## config.mk

```make
export PLATFORM = sky130hd
export DESIGN_NAME = reg_access_arbiter
export DESIGN_NICKNAME = d
export VERILOG_FILES = /design/src/rtl/reg_access_arbiter.sv
export SDC_FILE = /design/constraint.sdc
export NUM_CORES = 1
export LEC_CHECK = 0
export ABC_AREA = 1
export CAP_MARGIN = 25
export CORE_UTILIZATION = 37
export CTS_CLUSTER_SIZE = 40
export DETAILED_ROUTE_END_ITERATION = 6
export GPL_TIMING_DRIVEN = 0
export HOLD_SLACK_MARGIN = 0.15
export PLACE_DENSITY = 0.79
export SKIP_LAST_GASP = 1
export SLEW_MARGIN = 20
export SYNTH_ARGS = -nofsm -noshare
export SYNTH_HDL_FRONTEND = slang
export SYNTH_SLANG_ARGS = --single-unit
```

## constraint.sdc

```tcl
create_clock -name clk_i -period 1.1 [get_ports clk_i]
set_input_delay 0.11 -clock clk_i [delete_from_list [all_inputs] [get_ports clk_i]]
set_output_delay 0.11 -clock clk_i [all_outputs]
set_load 0.05 [all_outputs]
```

## src/rtl/reg_access_arbiter.sv

```systemverilog
// ---------------------------------------------------------------------------
// reg_access_arbiter
//
// Purpose:
//   Shares the single register_map access port between two requesters:
//   requester 0 is the SPI-side master (already in the clk_i domain) and
//   requester 1 is the on-chip sequencer. Accesses are serialised through an
//   IDLE -> ISSUE -> ACK state machine. Addresses are range-checked against
//   NUM_REG, and the read data and completion pulse are returned to whichever
//   requester won arbitration.
//
// Configuration macro:
//   REG_ARB_ROUND_ROBIN_EN
//     defined     : on contention, the requester that was not granted last
//                   wins. No requester waits more than one other access.
//     not defined : fixed priority, requester 0 always wins contention.
//
// Ports:
//   clk_i        clock
//   rst_i        synchronous reset, active-high
//   req_i[1:0]   per-requester access request (level, held until ack)
//   we_i[1:0]    per-requester 1 = write, 0 = read
//   addr_i       packed per-requester addresses, requester n at [n*ADDR_WIDTH +: ADDR_WIDTH]
//   wdata_i      packed per-requester write data, same packing
//   ack_o[1:0]   one-cycle completion pulse to the granted requester
//   err_o        valid with ack_o, 1 = address out of range, no access made
//   rdata_o      read data, valid with ack_o (0 for writes and errors)
//   busy_o       state machine not in IDLE
//   mem_addr_o   register_map address
//   mem_wdata_o  register_map write data
//   mem_we_o     register_map write strobe (one-cycle pulse)
//   mem_re_o     register_map read strobe (one-cycle pulse)
//   mem_rdata_i  register_map read data (combinational, same cycle as mem_re_o)
// ---------------------------------------------------------------------------
module reg_access_arbiter #(
  parameter int ADDR_WIDTH = 7,
  parameter int DATA_WIDTH = 8,
  parameter int NUM_REG    = 16
) (
  input  logic                    clk_i,
  input  logic                    rst_i,
  input  logic [1:0]              req_i,
  input  logic [1:0]              we_i,
  input  logic [2*ADDR_WIDTH-1:0] addr_i,
  input  logic [2*DATA_WIDTH-1:0] wdata_i,
  output logic [1:0]              ack_o,
  output logic                    err_o,
  output logic [DATA_WIDTH-1:0]   rdata_o,
  output logic                    busy_o,
  output logic [ADDR_WIDTH-1:0]   mem_addr_o,
  output logic [DATA_WIDTH-1:0]   mem_wdata_o,
  output logic                    mem_we_o,
  output logic                    mem_re_o,
  input  logic [DATA_WIDTH-1:0]   mem_rdata_i
);

  localparam logic [ADDR_WIDTH-1:0] NUM_REG_L = ADDR_WIDTH'(NUM_REG);

  typedef enum logic [1:0] {
    IDLE  = 2'd0,
    ISSUE = 2'd1,
    ACK   = 2'd2
  } state_t;

  state_t                  state, state_next;
  logic                    winner, winner_next;
  logic                    err_lat, err_lat_next;
  logic                    grant_sel;
  logic                    sel_we;
  logic [ADDR_WIDTH-1:0]   sel_addr;
  logic [DATA_WIDTH-1:0]   sel_wdata;
  logic                    in_range;
  logic [1:0]              ack_next;
  logic                    err_next;
  logic [DATA_WIDTH-1:0]   rdata_next;
  logic                    busy_next;
  logic [ADDR_WIDTH-1:0]   mem_addr_next;
  logic [DATA_WIDTH-1:0]   mem_wdata_next;
  logic                    mem_we_next;
  logic                    mem_re_next;
`ifdef REG_ARB_ROUND_ROBIN_EN
  logic                    last_grant, last_grant_next;
`endif

  // Arbitration: decide which requester would be granted if the machine
  // were idle right now, and pick out that requester's request fields.
  // With round robin, a lone requester always wins and on contention the
  // one that was not granted last time takes its turn. Without it,
  // requester 1 only wins when requester 0 is not asking.
  always_comb begin
`ifdef REG_ARB_ROUND_ROBIN_EN
    grant_sel = req_i[1] & (~req_i[0] | ~last_grant);
`else
    grant_sel = ~req_i[0];
`endif
    sel_we    = grant_sel ? we_i[1] : we_i[0];
    sel_addr  = grant_sel ? addr_i[2*ADDR_WIDTH-1:ADDR_WIDTH] : addr_i[ADDR_WIDTH-1:0];
    sel_wdata = grant_sel ? wdata_i[2*DATA_WIDTH-1:DATA_WIDTH] : wdata_i[DATA_WIDTH-1:0];
    in_range  = (sel_addr < NUM_REG_L);
  end

  // Next-state and next-output logic. Every output is registered, so this
  // block computes what the outputs should show in the coming cycle. The
  // request fields are captured only in IDLE. The memory address and data
  // registers therefore act as the latch for the access and keep their value
  // while idle. An out-of-range access leaves them untouched and only records
  // the error flag. Read data is taken from the register map during the
  // ISSUE cycle, while the read strobe is high.
  always_comb begin
    state_next     = state;
    winner_next    = winner;
    err_lat_next   = err_lat;
    ack_next       = 2'b00;
    err_next       = 1'b0;
    rdata_next     = '0;
    mem_addr_next  = mem_addr_o;
    mem_wdata_next = mem_wdata_o;
    mem_we_next    = 1'b0;
    mem_re_next    = 1'b0;
`ifdef REG_ARB_ROUND_ROBIN_EN
    last_grant_next = last_grant;
`endif
    case (state)
      IDLE: begin
        if (|req_i) begin
          state_next   = ISSUE;
          winner_next  = grant_sel;
          err_lat_next = ~in_range;
`ifdef REG_ARB_ROUND_ROBIN_EN
          last_grant_next = grant_sel;
`endif
          if (in_range) begin
            mem_addr_next  = sel_addr;
            mem_wdata_next = sel_wdata;
            mem_we_next    = sel_we;
            mem_re_next    = ~sel_we;
          end
        end
      end
      ISSUE: begin
        state_next = ACK;
        ack_next   = winner ? 2'b10 : 2'b01;
        err_next   = err_lat;
        rdata_next = mem_re_o ? mem_rdata_i : '0;
      end
      ACK: begin
        state_next = IDLE;
      end
      default: begin
        state_next = IDLE;
      end
    endcase
    busy_next = (state_next != IDLE);
  end

  // State and output registers. A reset aborts any access in flight, so
  // its strobe or acknowledge never appears. After reset the round-robin
  // pointer marks requester 1 as the last one granted, so requester 0 wins
  // the first contention.
  always_ff @(posedge clk_i) begin
    if (rst_i) begin
      state       <= IDLE;
      winner      <= 1'b0;
      err_lat     <= 1'b0;
      ack_o       <= 2'b00;
      err_o       <= 1'b0;
      rdata_o     <= '0;
      busy_o      <= 1'b0;
      mem_addr_o  <= '0;
      mem_wdata_o <= '0;
      mem_we_o    <= 1'b0;
      mem_re_o    <= 1'b0;
`ifdef REG_ARB_ROUND_ROBIN_EN
      last_grant  <= 1'b1;
`endif
    end else begin
      state       <= state_next;
      winner      <= winner_next;
      err_lat     <= err_lat_next;
      ack_o       <= ack_next;
      err_o       <= err_next;
      rdata_o     <= rdata_next;
      busy_o      <= busy_next;
      mem_addr_o  <= mem_addr_next;
      mem_wdata_o <= mem_wdata_next;
      mem_we_o    <= mem_we_next;
      mem_re_o    <= mem_re_next;
`ifdef REG_ARB_ROUND_ROBIN_EN
      last_grant  <= last_grant_next;
`endif
    end
  end

endmodule

```

# Word level (Yosys, flattened, before mapping)
# Index checks and enable logic that the tools add are counted.
totals:
  register_bits: 33
  in_bits: 44
  out_inout_bits: 29
  wordCells: 34
classes:
  order_cmp: 1
  n_eq_ne: 1
  muxes: 6
  bitwise_logic: 7
  n_reduce_logical: 8
ops:
  columns: ["cell", "n"]
  rows:
  - ["2-to-1 mux 8 bit", 1]
  - ["less-than comparator 7 x 5 -> 1 bit (second input constant)", 1]
  - ["2-to-1 mux 7 bit", 1]
  - ["inverter 1 bit", 7]
  - ["2-to-1 mux 2 bit", 2]
  - ["case mux 2 bit (2 select lines)", 1]
  - ["OR reduction 2 bit", 2]
  - ["OR reduction 4 bit", 1]
  - ["AND reduction 3 bit", 1]
  - ["OR reduction 3 bit", 1]
  - ["== test 2 x 1 -> 1 bit (second input constant)", 1]
  - ["zero test 2 bit", 1]
  - ["AND reduction 2 bit", 1]
  - ["nonzero test 2 bit", 1]
  - ["2-to-1 mux 1 bit", 1]

# Longest topological paths before layout
depth:
  word_depth: 4
  depth_mapped: 8
  ltp_nobuf: 7

# Least setup slack after synthesis
# OpenSTA, ideal clock, no wires.
synth_path:
  path_type: "reg2reg"
  start: "register mem_re_o"
  end: "register rdata_o[0]"
  setup_ns: 0.069
  t_arrival_ns: 0.954
  required_time_ns: 1.031
  path_slack_ns: 0.078
  path_stages_with_launch: 3
  n_path_buf: 0
  period_less_slack_ns: 1.022
  path_cell_list: "dfxtp_1 > nand2_1 > nor2_1"
synth_via:
  elab_chain_len: 2
synth_lines:
  columns: ["item", "line_no", "source"]
  rows:
  - ["start: declaration", "53", "output logic mem_re_o,"]
  - ["start signal: assignment", "187", "mem_re_o <= mem_re_next;"]
  - ["inverter 1 bit (no source line)", null, null]
  - ["OR reduction 3 bit (no source line)", null, null]
  - ["end signal: assignment", "182", "rdata_o <= rdata_next;"]
  - ["end: declaration", "48", "output logic [DATA_WIDTH-1:0] rdata_o,"]
# Every way passes these cells.
# A chain may end at the register's enable or synchronous reset.

# Worst setup path after layout
layout_path:
  start: "register mem_re_o"
  end: "output port mem_re_o"
# No word-level cell between the ends.

==> run_results.csv <==
group,metric,value,unit
outcome,status,"finished clean",
timing,fin_crit_sh,96.2,%
clocking,cts_buffers,5,
clocking,root_buffer,"clkbuf_4",
yosys,yosysTopAreaCell,"dfxtp_1",
critical_path,critPathTopFamily,"flip-flops",
floorplan,dieWidth,60.4,um
route,drc,0,
timing,finClkSkew,0.00548,ns
place,io_buffers,72,
timing,fmax,945,MHz
yosys,ys_seq_area_share,52.3,%
final_layout,multi_input_area,504,um2
yosys,syn_area,1260,um2
critical_path,cp_max_fo,2,
global_routing,grt_pass1_wl,4.53,mm
yosys,synth.avg_cell_area,7.39,um2
timing,rsz0062_at_grt,"true",
critical_path,crit_chain,"buf_2",
route,drt-pass1-iter-count,2,
critical_path,r2r_end,"mem_addr_o[1]",
critical_path,cp_slowest_stage_delay,0.36,ns
global_routing,antenna_found_initial,0,
critical_path,endpoint,"mem_re_o",
power_and_ir_drop,p_switching,644,uW
timing,finalSetupViolCount,0,
critical_path,crit_type,"flip-flop to output pin",
route,wl_per_cell,9.82,um
timing,hold_violations,0,
route,detail_route.vias_per_cell,4.33,
floorplan,row_count,20,
final_layout,seqCellArea,663,um2
final_layout,syn2layout_area_growth,62.2,%
critical_path,startpoint,"mem_re_o",
critical_path,cp-end-kind,"output pin",
critical_path,start_kind,"flip-flop",
floorplan,initial_utilization,40.1,%
global_routing,grt.total_usage,16.9,%
power_and_ir_drop,power.leakage,1.07,nW
clocking,cts_tree,"built",
yosys,synth.ff_latch_count,33,
global_routing,grt_max_degree,11,
yosys,synth-warning-count,0,
route,wirelength,2.95,mm
power_and_ir_drop,p_comb_share,17.7,%
clocking,cts.sinks,33,
timing,timing.hold.ws,0.304,ns
yosys,synth_area_leaders,"dfxtp_1 (52%), nand2_1 (16%), nor2_1 (7.1%), nand4_1 (5.9%), inv_1 (5.3%)",
power_and_ir_drop,irDropWorstVdd,0.666,mV
floorplan,ios,73,
clocking,clkTransAtPathRegs,0.10,ns
global_routing,grt_pass1_vias,1080,
power_and_ir_drop,swShare,24.3,%
clocking,clockBufferDepth,2,
timing,post-route-min-period,1.06,ns
critical_path,rr_startpoint,"state[0]",
yosys,synth_nets,215,
power_and_ir_drop,clock_power_share,35.2,%
place,hpwl,2.26,mm
global_routing,overflow,0,
floorplan,core-area,3150,um2
timing,slew_violations,0,
floorplan,die-area,3650,um2
critical_path,worstSetupPathDepth,1,
critical_path,cp_num_buf_inv,1,
place,gp_congestion,0.720,
clocking,cts_max_level,2,
power_and_ir_drop,total_power,2.65,mW
power_and_ir_drop,intPower,2.00,mW
route,dr_total_vias,1300,
timing,tightest_slew,0.259,ns
power_and_ir_drop,seqPwrFrac,47.0,%
power_and_ir_drop,powerDensity,1290,nW/um2
critical_path,rrSetupSlack,0.05,ns
yosys,synth_cell_type_count,19,
timing,slew_headroom,82.7,%
final_layout,n_fill_cell,298,
route,drtIter0Drc,30,
yosys,synthCells,171,
critical_path,crit_slowest_cell,"dfxtp_1",
critical_path,cp.required,0.99,ns
final_layout,n_antenna_cell,0,
yosys,synth_top_cell_area_share,52.3,%
flow_run,max_cap_viol_count,0,
final_layout,drive_gt1_share,24.2,%
route,ant_nets,0,
critical_path,r2r_cells,7,
critical_path,cp.arrival,0.95,ns
clocking,worstSkewPairLatency,0.32,ns
floorplan,die_h,60.4,um
min_path,hp-class,"input port to flip-flop",
final_layout,fin_nets,299,
==> state kept, by name, summed over array words and instances (netlist names) <==
signal / count
mem_wdata_o: 8
rdata_o: 8
mem_addr_o: 7
ack_o: 2
state: 2
busy_o: 1
err_lat: 1
err_o: 1
mem_re_o: 1
mem_we_o: 1
winner: 1
==> cell type report <==
cell class              count  area share [%]
multi-input cells         111            24.6
flip-flops and latches     33            32.4
clock inverters             1            1.47
clock buffers               7            2.69
well taps                  44            2.69
plain buffers               7            2.44
repair buffers             77            30.0
inverters                  20            3.72
==> cell families after synthesis <==
family	after synthesis	share of synthesized area (%)
and+or+nand+nor	107	36.7
buffers and inverters	27	9.40
DFF	33	52.3
AOI/OAI and AO/OA	4	1.58
==> cell usage in the layout, fill, tap and decap left out, types with 2 or more instances in the layout <==
cell,n
nand3_1,12
inv_2,3
inv_1,16
nand2_2,3
buf_6,3
dfxtp_1,31
o21ai_0,3
clkbuf_4,5
clkbuf_2,2
buf_2,31
dfxtp_2,2
clkdlybuf4s50_1,42
buf_4,5
nand4_1,12
nand2_1,51
nor2_1,24
==> timing repair <==
action / CTS / global route
pin swaps: 2 / 3
buffers inserted: 2 / 2
hold buffers: 0 / 0
endpoints found under the setup margin: 46 / 22
resized for setup: 150 / 11
gates cloned: 0 / 1
==> worst min-delay path by stage <==
stage,from,to,slack (ns),cells past startpoint
after floorplan,rst_i,state[0],0.18,1
final,mem_rdata_i[2],rdata_o[2],0.30,3
after global routing,mem_rdata_i[2],rdata_o[2],0.31,3
after detailed placement,winner,ack_o[0],0.40,1
after global placement,winner,ack_o[0],0.40,1
after CTS,mem_rdata_i[2],rdata_o[2],0.29,3
==> power by group through the flow <==
stage / clock [mW] / combinational, mW / sequential [mW]
6_report: 0.932 / 0.469 / 1.24
5_1_grt: 0.994 / 0.513 / 1.25
4_1_cts: 0.948 / 0.452 / 1.24
3_5_place_dp: 0 / 0.455 / 1.27
3_3_place_gp: 0 / 0.448 / 1.27
2_1_floorplan: 0 / 0.150 / 1.34
==> metal layers <==
| layer | global-route usage (%) | vias up | part of all wire (%) |
|---|---|---|---|
| met5 | 0 | - | 0 |
| met2 | 27.8 | 39 | 48 |
| met4 | 8.77 | 0 | 1.4 |
| met3 | 4.05 | 4 | 5.2 |
| li1 | - | 701 | - |
| met1 | 20.7 | 556 | 45 |
==> tightest hold or removal path, delay by kind of cell <==
| family | cells | cell delay [ns] |
|---|---|---|
| and+or+nand+nor | 1 | 0.03 |
| buffers and inverters | 2 | 0.45 |
==> cell usage after synthesis <==
cell type and instances:
o21ai_0 3, buf_1 1, nand4_1 12, nand2_2 2
or2_2 1, nor2_1 24, clkinv_1 1, nor2_4 1
inv_2 1, inv_1 18, buf_2 2, nor3_1 1
dfxtp_1 33, nand2_1 53, clkbuf_1 1, a21oi_1 1
nand3_1 13, buf_4 2, buf_6 1
==> per-stage QoR <==
stage / setup slack [ns] / utilization [%] / std cells / TNS, ns / cell area (um2)
after floorplan: 0.0779 / - / 171 / 0 / 1260
after global placement: -0.450 / 64.7 / 287 / -13.13 / 2040
after detailed placement: -0.470 / 64.7 / 287 / -13.67 / 2040
after CTS: 0.0165 / 63.5 / 297 / 0 / 2000
after global routing: -0.0495 / 65.0 / 300 / -0.498 / 2050
final: 0.0423 / 65.0 / 300 / 0 / 2050
(Power assumes the default switching activity.)
